===== src/rtl/fir_host_seq_pkg.sv =====
// Shared types and constants for the FIR host-side sequencer.
package fir_host_pkg;
    localparam int NUM_TAPS_DEF = 10;
    localparam int GUARD_DEF    = 5;
    localparam int BANK_W       = 2;
    localparam int TAP_W        = 4;
    localparam logic [TAP_W-1:0] TAIL_TAP = 4'hB;

    typedef enum logic [2:0] {
        IDLE,
        LD_FLAG,
        LD_WR,
        LD_GUARD,
        RD_FLAG,
        RD_ADDR,
        RD_TAIL
    } state_t;
endpackage


===== src/rtl/fir_host_seq_if.sv =====
// Control bus between the host sequencer (master) and the system/FIR side (slave).
interface fir_host_seq_if #(parameter int DATA_W = 16);
    logic              iEnSample600k;
    logic              iRunEn;
    logic [1:0]        iRunBank;
    logic [2:0]        iSample;
    logic              iLoadReq;
    logic [1:0]        iLoadBank;
    logic [3:0]        oCoefAddr;
    logic [DATA_W-1:0] iCoefData;
    logic              oCoeffUpdateFlag;
    logic              oMemRdFlag;
    logic [5:0]        oAddrRam;
    logic [DATA_W-1:0] oWtDtRam;
    logic [2:0]        oFirIn;
    logic              oBusy;
    logic              oLoadDone;
    logic              oSampleMiss;

    modport master (
        input  iEnSample600k, iRunEn, iRunBank, iSample, iLoadReq, iLoadBank, iCoefData,
        output oCoefAddr, oCoeffUpdateFlag, oMemRdFlag, oAddrRam, oWtDtRam, oFirIn,
               oBusy, oLoadDone, oSampleMiss
    );

    modport slave (
        output iEnSample600k, iRunEn, iRunBank, iSample, iLoadReq, iLoadBank, iCoefData,
        input  oCoefAddr, oCoeffUpdateFlag, oMemRdFlag, oAddrRam, oWtDtRam, oFirIn,
               oBusy, oLoadDone, oSampleMiss
    );
endinterface


===== src/rtl/fir_host_seq_tap_counter.sv =====
// Saturating up-counter with synchronous clear; tc_o flags cnt_o == last_i.
module fir_tap_counter
    import fir_host_pkg::*;
(
    input  logic             clk,
    input  logic             rst_n,
    input  logic             clr_i,
    input  logic             en_i,
    input  logic [TAP_W-1:0] last_i,
    output logic [TAP_W-1:0] cnt_o,
    output logic             tc_o
);
    logic [TAP_W-1:0] cnt_q;

    always_ff @(posedge clk or negedge rst_n) begin
        if (!rst_n) begin
            cnt_q <= '0;
        end else if (clr_i) begin
            cnt_q <= '0;
        end else if (en_i && !tc_o) begin
            cnt_q <= cnt_q + 4'd1;
        end
    end

    assign cnt_o = cnt_q;
    assign tc_o  = (cnt_q == last_i);
endmodule


===== src/rtl/fir_host_seq.sv =====
// Host sequencer: coefficient bank loads and per-sample read passes for the FIR.
// state    | meaning
// IDLE     | arbitrate: enabled strobe first, then pending load
// LD_FLAG  | raise update flag, present coef address 0
// LD_WR    | write one tap per cycle from the coefficient source
// LD_GUARD | tail write, then hold for GUARD cycles, pulse done
// RD_FLAG  | raise read flag with the captured sample
// RD_ADDR  | step tap addresses of the latched bank
// RD_TAIL  | drop read flag, park address at tap 0
module fir_host_seq
    import fir_host_pkg::*;
#(
    parameter int NUM_TAPS = NUM_TAPS_DEF,
    parameter int GUARD    = GUARD_DEF,
    parameter int DATA_W   = 16
) (
    input  logic           iClk12M,
    input  logic           iRsn,
    fir_host_seq_if.master bus
);
    state_t            state_q;
    logic [BANK_W-1:0] bank_q, pend_bank_q;
    logic              pend_q;
    logic [2:0]        sample_q;
    logic [TAP_W-1:0]  coef_addr_q;
    logic              upd_q, rd_q, busy_q, done_q, miss_q;
    logic [5:0]        addr_q;
    logic [DATA_W-1:0] wt_q;
    logic [2:0]        fir_q;

    logic              strobe_en;
    logic              cnt_clr, cnt_en, tap_tc;
    logic [TAP_W-1:0]  cnt_last, tap;

    assign strobe_en = bus.iEnSample600k & bus.iRunEn;

    // One counter serves tap stepping and the guard interval; cleared between uses.
    always_comb begin
        cnt_clr  = 1'b0;
        cnt_en   = 1'b0;
        cnt_last = TAP_W'(NUM_TAPS - 1);
        unique case (state_q)
            LD_WR:    if (tap_tc) cnt_clr = 1'b1; else cnt_en = 1'b1;
            LD_GUARD: begin cnt_en = 1'b1; cnt_last = TAP_W'(GUARD); end
            RD_ADDR:  cnt_en = 1'b1;
            default:  cnt_clr = 1'b1;
        endcase
    end

    fir_tap_counter u_tap_cnt (
        .clk    (iClk12M),
        .rst_n  (iRsn),
        .clr_i  (cnt_clr),
        .en_i   (cnt_en),
        .last_i (cnt_last),
        .cnt_o  (tap),
        .tc_o   (tap_tc)
    );

    always_ff @(posedge iClk12M or negedge iRsn) begin
        if (!iRsn) begin
            state_q     <= IDLE;
            bank_q      <= '0;
            pend_bank_q <= '0;
            pend_q      <= 1'b0;
            sample_q    <= '0;
            coef_addr_q <= '0;
            upd_q       <= 1'b0;
            rd_q        <= 1'b0;
            busy_q      <= 1'b0;
            done_q      <= 1'b0;
            miss_q      <= 1'b0;
            addr_q      <= '0;
            wt_q        <= '0;
            fir_q       <= '0;
        end else begin
            done_q <= 1'b0;
            miss_q <= strobe_en && (state_q != IDLE);

            // A new request always lands in the pending slot, even on the edge a load starts.
            if (bus.iLoadReq) begin
                pend_q      <= 1'b1;
                pend_bank_q <= bus.iLoadBank;
            end else if (state_q == IDLE && !strobe_en && pend_q) begin
                pend_q <= 1'b0;
            end

            unique case (state_q)
                IDLE: begin
                    if (strobe_en) begin
                        state_q  <= RD_FLAG;
                        bank_q   <= bus.iRunBank;
                        sample_q <= bus.iSample;
                        busy_q   <= 1'b1;
                    end else if (pend_q) begin
                        state_q <= LD_FLAG;
                        bank_q  <= pend_bank_q;
                        busy_q  <= 1'b1;
                    end
                end
                LD_FLAG: begin
                    upd_q       <= 1'b1;
                    coef_addr_q <= '0;
                    state_q     <= LD_WR;
                end
                LD_WR: begin
                    addr_q      <= {bank_q, tap};
                    wt_q        <= bus.iCoefData;
                    coef_addr_q <= tap_tc ? tap : tap + 4'd1;
                    if (tap_tc) state_q <= LD_GUARD;
                end
                LD_GUARD: begin
                    if (tap == '0) begin
                        upd_q  <= 1'b0;
                        addr_q <= {bank_q, TAIL_TAP};
                        wt_q   <= '0;
                    end
                    if (tap_tc) begin
                        done_q  <= 1'b1;
                        busy_q  <= 1'b0;
                        state_q <= IDLE;
                    end
                end
                RD_FLAG: begin
                    rd_q    <= 1'b1;
                    fir_q   <= sample_q;
                    state_q <= RD_ADDR;
                end
                RD_ADDR: begin
                    addr_q <= {bank_q, tap};
                    fir_q  <= '0;
                    if (tap_tc) state_q <= RD_TAIL;
                end
                RD_TAIL: begin
                    rd_q    <= 1'b0;
                    addr_q  <= {bank_q, 4'h0};
                    busy_q  <= 1'b0;
                    state_q <= IDLE;
                end
                default: state_q <= IDLE;
            endcase
        end
    end

    assign bus.oCoefAddr        = coef_addr_q;
    assign bus.oCoeffUpdateFlag = upd_q;
    assign bus.oMemRdFlag       = rd_q;
    assign bus.oAddrRam         = addr_q;
    assign bus.oWtDtRam         = wt_q;
    assign bus.oFirIn           = fir_q;
    assign bus.oBusy            = busy_q;
    assign bus.oLoadDone        = done_q;
    assign bus.oSampleMiss      = miss_q;
endmodule

===== src/flat_wrapper.sv =====
// flat-port wrapper written by rule: the top's interface ports become plain ports
module fir_host_seq_flat import fir_host_pkg::*;
#(
    parameter int NUM_TAPS = NUM_TAPS_DEF,
    parameter int GUARD    = GUARD_DEF,
    parameter int DATA_W   = 16
)
  (iClk12M, iRsn, bus_iEnSample600k, bus_iRunEn, bus_iRunBank, bus_iSample, bus_iLoadReq, bus_iLoadBank, bus_iCoefData, bus_oCoefAddr, bus_oCoeffUpdateFlag, bus_oMemRdFlag, bus_oAddrRam, bus_oWtDtRam, bus_oFirIn, bus_oBusy, bus_oLoadDone, bus_oSampleMiss);
  fir_host_seq_if #(.DATA_W(DATA_W)) bus_i ();
  input  logic iClk12M;
  input  logic iRsn;
  input wire logic [$bits(bus_i.iEnSample600k)-1:0] bus_iEnSample600k;
  input wire logic [$bits(bus_i.iRunEn)-1:0] bus_iRunEn;
  input wire logic [$bits(bus_i.iRunBank)-1:0] bus_iRunBank;
  input wire logic [$bits(bus_i.iSample)-1:0] bus_iSample;
  input wire logic [$bits(bus_i.iLoadReq)-1:0] bus_iLoadReq;
  input wire logic [$bits(bus_i.iLoadBank)-1:0] bus_iLoadBank;
  input wire logic [$bits(bus_i.iCoefData)-1:0] bus_iCoefData;
  output wire logic [$bits(bus_i.oCoefAddr)-1:0] bus_oCoefAddr;
  output wire logic [$bits(bus_i.oCoeffUpdateFlag)-1:0] bus_oCoeffUpdateFlag;
  output wire logic [$bits(bus_i.oMemRdFlag)-1:0] bus_oMemRdFlag;
  output wire logic [$bits(bus_i.oAddrRam)-1:0] bus_oAddrRam;
  output wire logic [$bits(bus_i.oWtDtRam)-1:0] bus_oWtDtRam;
  output wire logic [$bits(bus_i.oFirIn)-1:0] bus_oFirIn;
  output wire logic [$bits(bus_i.oBusy)-1:0] bus_oBusy;
  output wire logic [$bits(bus_i.oLoadDone)-1:0] bus_oLoadDone;
  output wire logic [$bits(bus_i.oSampleMiss)-1:0] bus_oSampleMiss;
  assign bus_i.iEnSample600k = bus_iEnSample600k;
  assign bus_i.iRunEn = bus_iRunEn;
  assign bus_i.iRunBank = bus_iRunBank;
  assign bus_i.iSample = bus_iSample;
  assign bus_i.iLoadReq = bus_iLoadReq;
  assign bus_i.iLoadBank = bus_iLoadBank;
  assign bus_i.iCoefData = bus_iCoefData;
  assign bus_oCoefAddr = bus_i.oCoefAddr;
  assign bus_oCoeffUpdateFlag = bus_i.oCoeffUpdateFlag;
  assign bus_oMemRdFlag = bus_i.oMemRdFlag;
  assign bus_oAddrRam = bus_i.oAddrRam;
  assign bus_oWtDtRam = bus_i.oWtDtRam;
  assign bus_oFirIn = bus_i.oFirIn;
  assign bus_oBusy = bus_i.oBusy;
  assign bus_oLoadDone = bus_i.oLoadDone;
  assign bus_oSampleMiss = bus_i.oSampleMiss;
  fir_host_seq #(.NUM_TAPS(NUM_TAPS), .GUARD(GUARD), .DATA_W(DATA_W)) u_core (.iClk12M(iClk12M), .iRsn(iRsn), .bus(bus_i));
endmodule

===== config.mk =====
export PLATFORM = sky130hd
export DESIGN_NAME = fir_host_seq_flat
export DESIGN_NICKNAME = d
export VERILOG_FILES = /design/src/rtl/fir_host_seq_pkg.sv /design/src/rtl/fir_host_seq_if.sv /design/src/rtl/fir_host_seq_tap_counter.sv /design/src/rtl/fir_host_seq.sv /design/src/flat_wrapper.sv
export SDC_FILE = /design/constraint.sdc
export NUM_CORES = 1
export LEC_CHECK = 0
export BUFFER_PORTS_ARGS = -buffer_cell sky130_fd_sc_hd__buf_4
export CORE_MARGIN = 2
export CORE_UTILIZATION = 45
export CTS_CLUSTER_SIZE = 10
export DETAILED_ROUTE_END_ITERATION = 6
export PLACE_DENSITY = 0.81
export SETUP_SLACK_MARGIN = 0.2
export SLEW_MARGIN = 20
export SYNTH_ARGS = -nofsm -noshare
export SYNTH_HDL_FRONTEND = slang
export SYNTH_HIERARCHICAL = 1
export SYNTH_SLANG_ARGS = --single-unit

===== constraint.sdc =====
create_clock -name iClk12M -period 3.65 [get_ports iClk12M]
set_clock_uncertainty 0.05 [all_clocks]
set_input_delay 0.73 -clock iClk12M [delete_from_list [all_inputs] [get_ports iClk12M]]
set_output_delay 0.73 -clock iClk12M [all_outputs]
set_load 0.005 [all_outputs]

==> results of run 1 <==
report_power, final:
group	internal (mW)	switching [mW]
Clock	0.206	0.180
Sequential	0.772	0.183
Combinational	0.650	0.614
metal layers:
layer  wire (um)  part of all wire, %
met5           0                    0
met4          52                  1.1
met3         296                  6.0
met2        2350                   48
met1        2230                   45
placed cells by master (no fill, tap or decap), drive strengths merged, types with 2 or more instances in the layout:
master   count
nand2b       9
o311a        2
or3          2
nand3b       3
a22o        16
mux2         5
clkbuf       6
o21ai       22
inv          6
nand3        6
nand2       12
buf         64
o211ai       3
dfrtp       49
a31oi        4
o22ai        3
nor2b        5
a21o         2
xor2         7
nor4bb       4
ha           3
o31ai        3
nor2         8
and3         2
a2bb2oi      3
mux2i        4
conb         2
a21oi        3
flip-flops by register name (all words and copies together), names as in the netlist:
signal / count
u_core/bus.oWtDtRam: 16
u_core/pend_q: 1
u_core/bus.oLoadDone: 1
u_core/bus.oCoeffUpdateFlag: 1
u_core/bus.oAddrRam: 6
u_core/bank_q: 2
u_core/pend_bank_q: 2
u_core/u_tap_cnt/cnt_o: 4
u_core/bus.oBusy: 1
u_core/bus.oCoefAddr: 4
u_core/state_q: 3
u_core/bus.oSampleMiss: 1
u_core/sample_q: 3
u_core/bus.oFirIn: 3
u_core/bus.oMemRdFlag: 1
final timing paths:
kind | from | slack, ps | depth (start not counted) | end
worst max register to register | u_core/state_q[2] | 750 | 11 | u_core/u_tap_cnt/cnt_o[3]
min in group iClk12M | u_core/bus.oFirIn[0] | 440 | 2 | u_core/bus.oFirIn[0]
worst max-delay path | u_core/state_q[2] | 750 | 11 | u_core/u_tap_cnt/cnt_o[3]
max in group asynchronous | iRsn | 2770 | 1 | u_core/bus.oMemRdFlag
worst min register to register | u_core/bus.oFirIn[0] | 440 | 2 | u_core/bus.oFirIn[0]
worst min-delay path | iRsn | 370 | 1 | u_core/u_tap_cnt/cnt_o[0]
cells by family after synthesis:
family	synth area share (%)
fa+ha+maj	1.60
mux	4.12
other cells	0.321
compound gates	20.2
buf+inv	3.15
flops	52.4
xor+xnor	3.63
simple gates	14.6
per-stage QoR:
step                      cells  hold WS, ps  total power [mW]  setup WS (ps)
after floorplan             209          384              1.78           1130
after global placement      333          414              2.19            921
after detailed placement    333          431              2.23            768
after CTS                   341          396              2.62            748
after global routing        341          429              2.80            468
final                       341          368              2.60            747
final cells by class:
type | count | area (sq um) | share of cell area [%]
tap | 70 | 87.6 | 2.95
clock inverter | 2 | 38.8 | 1.31
multi-input combinational | 144 | 1040 | 35.1
timing repair buffer | 64 | 480 | 16.2
inverter | 6 | 22.5 | 0.759
clock buffer | 6 | 72.6 | 2.44
sequential | 49 | 1230 | 41.3
==> results_dict.tcl, run 1 <==
set metrics [dict create \
    postSynth.asyncResetShare_pct 100 \
    dr.pass1.iters 4 \
    hold_path_class "in2async" \
    clk_pin_slew_ps 90 \
    peakVddDrop_v 0.000383 \
    path_common_cell "nor2b_1" \
    drc_errors 0 \
    p_leak_nw 1.42 \
    htree_levels 2 \
    grt_max_degree 50 \
    syn-cell-area_sq_um 2340 \
    grt.met3_usage_pct 4.27 \
    cts_buffer_depth 2 \
    cts_sinks 49 \
    grt_setup_unrepaired "false" \
    grt_use_met1_pct 23.0 \
    outcome "complete, no violations" \
    gr-max-usage-layer "met2" \
    drtIter0Drc 100 \
    detail-route-antenna-nets 0 \
    yosysTopAreaCell "dfrtp_1" \
    cp_top_family "simple AND/OR/NAND/NOR gates" \
    grt_pass1_vias 1756 \
    worstSetupStartpointType "flip-flop" \
    cts_root_buf "clkbuf_8" \
    areaGrowthSynthToFinish_pct 26.8 \
    seq_area_frac_synth_pct 52.4 \
    post_cts_buffers 0 \
    hold_viol 0 \
    hpwl_mm 3.54 \
    synth_cells 209 \
    ys_warn_count 6 \
    worstSkewPairLatency_ps 300 \
    viasPerCell 5.40 \
    cts_made_buffers 5 \
    use_met2_pct 28.3 \
    routed_wl_mm 4.93 \
    finalSetupViolCount 0 \
    cp_max_fo 26 \
    worstPathBufferInverterCount 2 \
    dpl-instance-area_sq_um 2860 \
    grt_pass1_wl_mm 8.20 \
    core_area_sq_um 5070 \
    syn_nets 240 \
    finalNetCount 301 \
    synth_edf_count 0 \
    routed-via-count 1841 \
    required_ps 3830 \
    start_util_pct 46.1 \
    post-route-period-util_pct 79.5 \
    tns_ps 0 \
    synth-seq-cells 49 \
    drv_slew 0 \
    num_io_pins 62 \
    crit_type "reg2reg" \
    cts_tree "done" \
    path_cells "nor2b_1 -> nand2_1 -> inv_1 -> xor2_1 -> nor4_1 -> buf_4 -> nor2b_1 -> o22ai_1 -> o41ai_4 -> or3_1 -> a21oi_1" \
    fmax_mhz 344 \
    slew_headroom_pct 21.5 \
    synth_common_cells "dfrtp_1, o21ai_0, a22o_1" \
    arrival_ps 3090 \
    synth_cell_type_count 44 \
    synth_area_leaders "dfrtp_1, a22o_1, o21ai_0" \
    dieWidth_um 76.1 \
    fillers 466 \
    fp.dieArea_sq_um 5800 \
    timing.max_cap.violations 0 \
    fin_util_pct 58.5 \
    numPortBuffers 61 \
    powerDensity_nw_per_um2 877 \
    period_needed_ps 2900 \
    tightest_slew_ps 1160 \
    synth_top_area_share_pct 52.4 \
    synthFlopType "dfrtp_1" \
    ctsHoldBuffers 0 \
    synth_area_per_cell_sq_um 11.2 \
    antenna_cells 0 \
    max_stage_delay_ps 810 \
    place_congestion 0.837 \
    std_cell_rows 26 \
    cp-end-kind "flip-flop" \
    die_y_um 76.1 \
    synth_most_common_cell "dfrtp_1" \
    grt_overflow 0 \
    final_area_sq_um 2970 \
    critPathSlowestCell "dfrtp_1" \
    drive_above_1_share_pct 32.1 \
    wl_per_cell_um 14.5 \
    post_cts_resized 0 \
    antenna_found_initial 0 \
    grt_usage_pct 17.3 \
]
Note: power is estimated with default switching activity, not from simulation.
==> run 2, diff against run 1 <==
--- a/config.mk
+++ b/config.mk
@@ -10,7 +10,7 @@
 export CORE_UTILIZATION = 45
 export CTS_CLUSTER_SIZE = 10
 export DETAILED_ROUTE_END_ITERATION = 6
-export PLACE_DENSITY = 0.81
+export PLACE_DENSITY = 0.84
 export SETUP_SLACK_MARGIN = 0.2
 export SLEW_MARGIN = 20
 export SYNTH_ARGS = -nofsm -noshare
==> constraint.sdc (replaced) <==
create_clock -name iClk12M -period 2.4 [get_ports iClk12M]
set_clock_uncertainty 0.05 [all_clocks]
set_input_delay 0.48 -clock iClk12M [delete_from_list [all_inputs] [get_ports iClk12M]]
set_output_delay 0.48 -clock iClk12M [all_outputs]
set_load 0.005 [all_outputs]
==> run 2 against run 1 <==
Fmax increased by 41%; design area increased by 2.4%; non-clock buffer count increased by 4; critical path type unchanged.
==> results_dict.tcl, run 2 (synthesis results as in run 1) <==
set metrics [dict create \
    path_cells "nor2b_4 -> nand2_2 -> inv_2 -> xor2_4 -> nor4_1 -> nor2b_1 -> o22ai_2 -> o41ai_4 -> or3_1 -> a21oi_1" \
    post_cts_buffers 0 \
    dr.pass1.iters 4 \
    grt_overflow 0 \
    critPathSlowestCell "dfrtp_1" \
    cts_buffer_depth 2 \
    fp.dieArea_sq_um 5800 \
    num_io_pins 62 \
    fin_ws_ps 343 \
    worstSetupStartpointType "flip-flop" \
    worstPathBufferInverterCount 1 \
    detail-route-antenna-nets 0 \
    outcome "complete, no violations" \
    ctsHoldBuffers 0 \
    drtIter0Drc 96 \
    multi_input_area_sq_um 1080 \
    finalSetupViolCount 0 \
    cts_tree "done" \
    max_stage_delay_ps 410 \
    die_y_um 76.1 \
    grt_usage_pct 18.6 \
    grt_pass1_wl_mm 8.72 \
    clk_pin_slew_ps 80 \
    cp-end-kind "flip-flop" \
    period_needed_ps 2060 \
    seq_area_sq_um 1230 \
    fmax_mhz 486 \
    slew_headroom_pct 55.8 \
    cp_top_family "simple AND/OR/NAND/NOR gates" \
    dieWidth_um 76.1 \
    peakVddDrop_v 0.000510 \
    timing.max_cap.violations 0 \
    routed-via-count 1865 \
    htree_levels 2 \
    crit_type "reg2reg" \
    std_cell_rows 26 \
    powerDensity_nw_per_um2 1340 \
    cp_max_fo 6 \
    cts_made_buffers 5 \
    areaGrowthSynthToFinish_pct 29.9 \
    required_ps 2570 \
    p_leak_nw 1.45 \
    antenna_found_initial 0 \
    numPortBuffers 61 \
    post-route-period-util_pct 85.7 \
    drive_above_1_share_pct 35.3 \
    power_mw 4.07 \
    dp_slack_ps 354 \
    hold_path_class "in2async" \
    drc_errors 0 \
    hpwl_mm 3.69 \
    finalNetCount 305 \
    grt_pass1_vias 1873 \
    routed_wl_mm 5.13 \
    tns_ps 0 \
    final_cell_mix "buf_4, dfrtp_1, o21ai_0" \
    tightest_slew_ps 662 \
    start_util_pct 46.1 \
    core_area_sq_um 5070 \
    final_common_cell "buf_4" \
    viasPerCell 5.41 \
    cts_root_buf "clkbuf_8" \
    place_congestion 0.766 \
    largest_reg_flops 16 \
    cts_sinks 49 \
    drv_slew 0 \
    grt_setup_unrepaired "false" \
    arrival_ps 2230 \
    fillers 437 \
    grt_max_degree 50 \
    worstSkewPairLatency_ps 290 \
    antenna_cells 0 \
    wl_per_cell_um 14.9 \
    hold_viol 0 \
]
[run 2: report_power, final]
part | switching (mW) | leakage (nW) | internal, mW
logic | 1.00 | 0.793 | 1.06
clock network | 0.263 | 0.0554 | 0.313
registers | 0.264 | 0.602 | 1.17
[run 2: timing repair]
action / CTS / global route
endpoints found under the setup margin: 0 / 1
gates resized for setup: 0 / 1
endpoints found under the hold margin: 0 / 0
[run 2: final cells by class]
cell class / instances / share of cell area (%)
inverters: 6 / 0.740
flip-flops and latches: 49 / 40.3
clock inverters: 2 / 1.28
clock buffers: 6 / 2.39
multi-input cells: 144 / 35.6
repair buffers: 68 / 16.8
well taps: 70 / 2.88
[run 2: metrics by stage]
step	instances	hold WS, ps	utilization, %	instance area (sq um)
final	345	136	59.9	3040
after global routing	345	177	59.9	3040
after CTS	345	156	59.7	3030
after detailed placement	337	426	57.5	2920
after global placement	337	419	57.5	2920
after floorplan	209	134	-	2380
[run 2: final timing paths]
check | to | depth (start not counted) | startpoint | slack, ps
min in group iClk12M | u_core/pend_q | 2 | bus_iLoadReq | 330
min reg2reg | u_core/bus.oMemRdFlag | 2 | u_core/bus.oMemRdFlag | 440
max in group asynchronous | u_core/bus.oWtDtRam[14] | 1 | iRsn | 1760
min | u_core/u_tap_cnt/cnt_o[0] | 1 | iRsn | 140
max reg2reg | u_core/u_tap_cnt/cnt_o[2] | 10 | u_core/state_q[2] | 340
max | u_core/u_tap_cnt/cnt_o[2] | 10 | u_core/state_q[2] | 340
[run 2: per-layer routing]
layer | GRT usage [%] | wire, um
met5 | 0 | 0
met4 | 7.27 | 67
met3 | 4.27 | 223
met2 | 30.2 | 2520
met1 | 24.5 | 2330
==> run 3, diff against run 2 <==
--- a/config.mk
+++ b/config.mk
@@ -10,7 +10,7 @@
 export CORE_UTILIZATION = 45
 export CTS_CLUSTER_SIZE = 10
 export DETAILED_ROUTE_END_ITERATION = 6
-export PLACE_DENSITY = 0.84
+export PLACE_DENSITY = 0.81
 export SETUP_SLACK_MARGIN = 0.2
 export SLEW_MARGIN = 20
 export SYNTH_ARGS = -nofsm -noshare
==> constraint.sdc (replaced) <==
create_clock -name iClk12M -period 2.6 [get_ports iClk12M]
set_clock_uncertainty 0.05 [all_clocks]
set_input_delay 0.52 -clock iClk12M [delete_from_list [all_inputs] [get_ports iClk12M]]
set_output_delay 0.52 -clock iClk12M [all_outputs]
set_load 0.005 [all_outputs]
==> run 3 against run 2 <==
Sequential power decreased by 8%; critical path depth did not move; highest routed layer unchanged; routed wire length is 4.2% lower; global-route usage decreased by 1.3 points; fmax decreased by 5.8%; critical endpoint is now u_core/u_tap_cnt/cnt_o[3]; largest power group unchanged; combinational power decreased by 12%; flip-flop and latch count did not move.
==> results_dict.tcl, run 3 (synthesis results as in run 1) <==
set metrics [dict create \
    outcome "complete, no violations" \
    detail-route-antenna-nets 0 \
    worstSkewPairLatency_ps 300 \
    cts_buffer_depth 2 \
    slew_headroom_pct 52.7 \
    hpwl_mm 3.46 \
    hold_path_class "in2async" \
    final_cell_mix "buf_4, dfrtp_1, o21ai_0" \
    cts_tree "done" \
    dr.pass1.iters 4 \
    finalSetupViolCount 0 \
    clk_pin_slew_ps 90 \
    htree_levels 2 \
    grt_setup_unrepaired "false" \
    largest_reg_flops 16 \
    core_area_sq_um 5070 \
    antenna_cells 0 \
    grt_max_degree 50 \
    final_cells 343 \
    hold_viol 0 \
    drive_above_1_share_pct 33.7 \
    crit_type "reg2reg" \
    required_ps 2770 \
    final_common_cell "buf_4" \
    fmax_mhz 458 \
    cts_sinks 49 \
    grt_usage_pct 17.4 \
    powerDensity_nw_per_um2 1230 \
    cp_max_fo 6 \
    cts_made_buffers 5 \
    dieWidth_um 76.1 \
    timing.hold.ws_ps 174 \
    cts_root_buf "clkbuf_8" \
    post_cts_buffers 0 \
    finalNetCount 303 \
    grt_overflow 0 \
    timing.max_cap.violations 0 \
    std_cell_rows 26 \
    grt_pass1_vias 1718 \
    numPortBuffers 61 \
    fp.dieArea_sq_um 5800 \
    grt_pass1_wl_mm 8.23 \
    worstSetupStartpointType "flip-flop" \
    num_io_pins 62 \
    drc_errors 0 \
    antenna_found_initial 0 \
    post_cts_resized 0 \
    place_inst 335 \
    period_needed_ps 2180 \
    ctsHoldBuffers 0 \
    routed_wl_mm 4.92 \
    power_mw 3.68 \
    place_congestion 0.840 \
    tightest_slew_ps 700 \
    tns_ps 0 \
    routed-via-count 1821 \
    die_y_um 76.1 \
    final_area_sq_um 3000 \
    drtIter0Drc 109 \
    areaGrowthSynthToFinish_pct 28.1 \
    wl_per_cell_um 14.3 \
    start_util_pct 46.1 \
    peakVddDrop_v 0.000546 \
    dpl-instance-area_sq_um 2890 \
    drv_slew 0 \
    post-route-period-util_pct 84.0 \
    cp-end-kind "flip-flop" \
    arrival_ps 2360 \
    p_leak_nw 1.43 \
    viasPerCell 5.31 \
]
==> run 3: changes by cell type in the layout (fill, tap and decap cells not counted), sizes merged <==
cell	delta
clkbuf	-1
buf	-2
inv	+1
==> run 3: final cells by class <==
cell class                 instances  area (sq um)
clock buffer                       5          68.8
inverter                           6          22.5
tap                               70          87.6
fill                             440          2080
clock inverter                     3          43.8
multi-input combinational        144          1050
sequential                        49          1230
timing repair buffer              66           495
==> run 3: routing by layer <==
layer  part of all wire (%)  track usage (%)  routed length, um  vias to the layer above
met5                      0                0                  0                        -
met1                     46             23.1               2260                      880
met4                   0.47             4.36                 23                        0
met2                     49             28.7               2400                       50
li1                       -                -                  -                      889
met3                    4.6             4.50                225                        2
==> run 3: per-stage QoR <==
step	worst slack, ps	util [%]
floorplan	226	-
global placement	557	56.9
detailed placement	464	56.9
CTS	418	59.1
global route	244	59.1
finish	415	59.1
==> run 3: critical path, cell delays in order (launching register included) <==
cell	delay (ps)
dfrtp_1	380
nor2b_1	160
nand2_1	110
inv_1	100
xor2_2	210
nor4_1	90
nor2b_1	150
o22ai_2	180
o41ai_4	150
or3_1	360
a21oi_1	150
==> run 3: power by group <==
part | internal (mW) | total, mW | switching (mW)
Combinational | 0.931 | 1.81 | 0.883
Clock | 0.288 | 0.539 | 0.251
Sequential | 1.08 | 1.33 | 0.242
==> run 3: worst paths after layout <==
kind	startpoint	end	slack, ps	cells past startpoint
min reg2reg	u_core/bus.oFirIn[1]	u_core/bus.oFirIn[1]	440	2
max in group asynchronous	iRsn	u_core/bus.oWtDtRam[7]	1920	1
max	u_core/state_q[2]	u_core/u_tap_cnt/cnt_o[3]	420	10
min	iRsn	u_core/bus.oAddrRam[1]	170	1
max reg2reg	u_core/state_q[2]	u_core/u_tap_cnt/cnt_o[3]	420	10
min in group iClk12M	bus_iLoadReq	u_core/pend_q	370	2
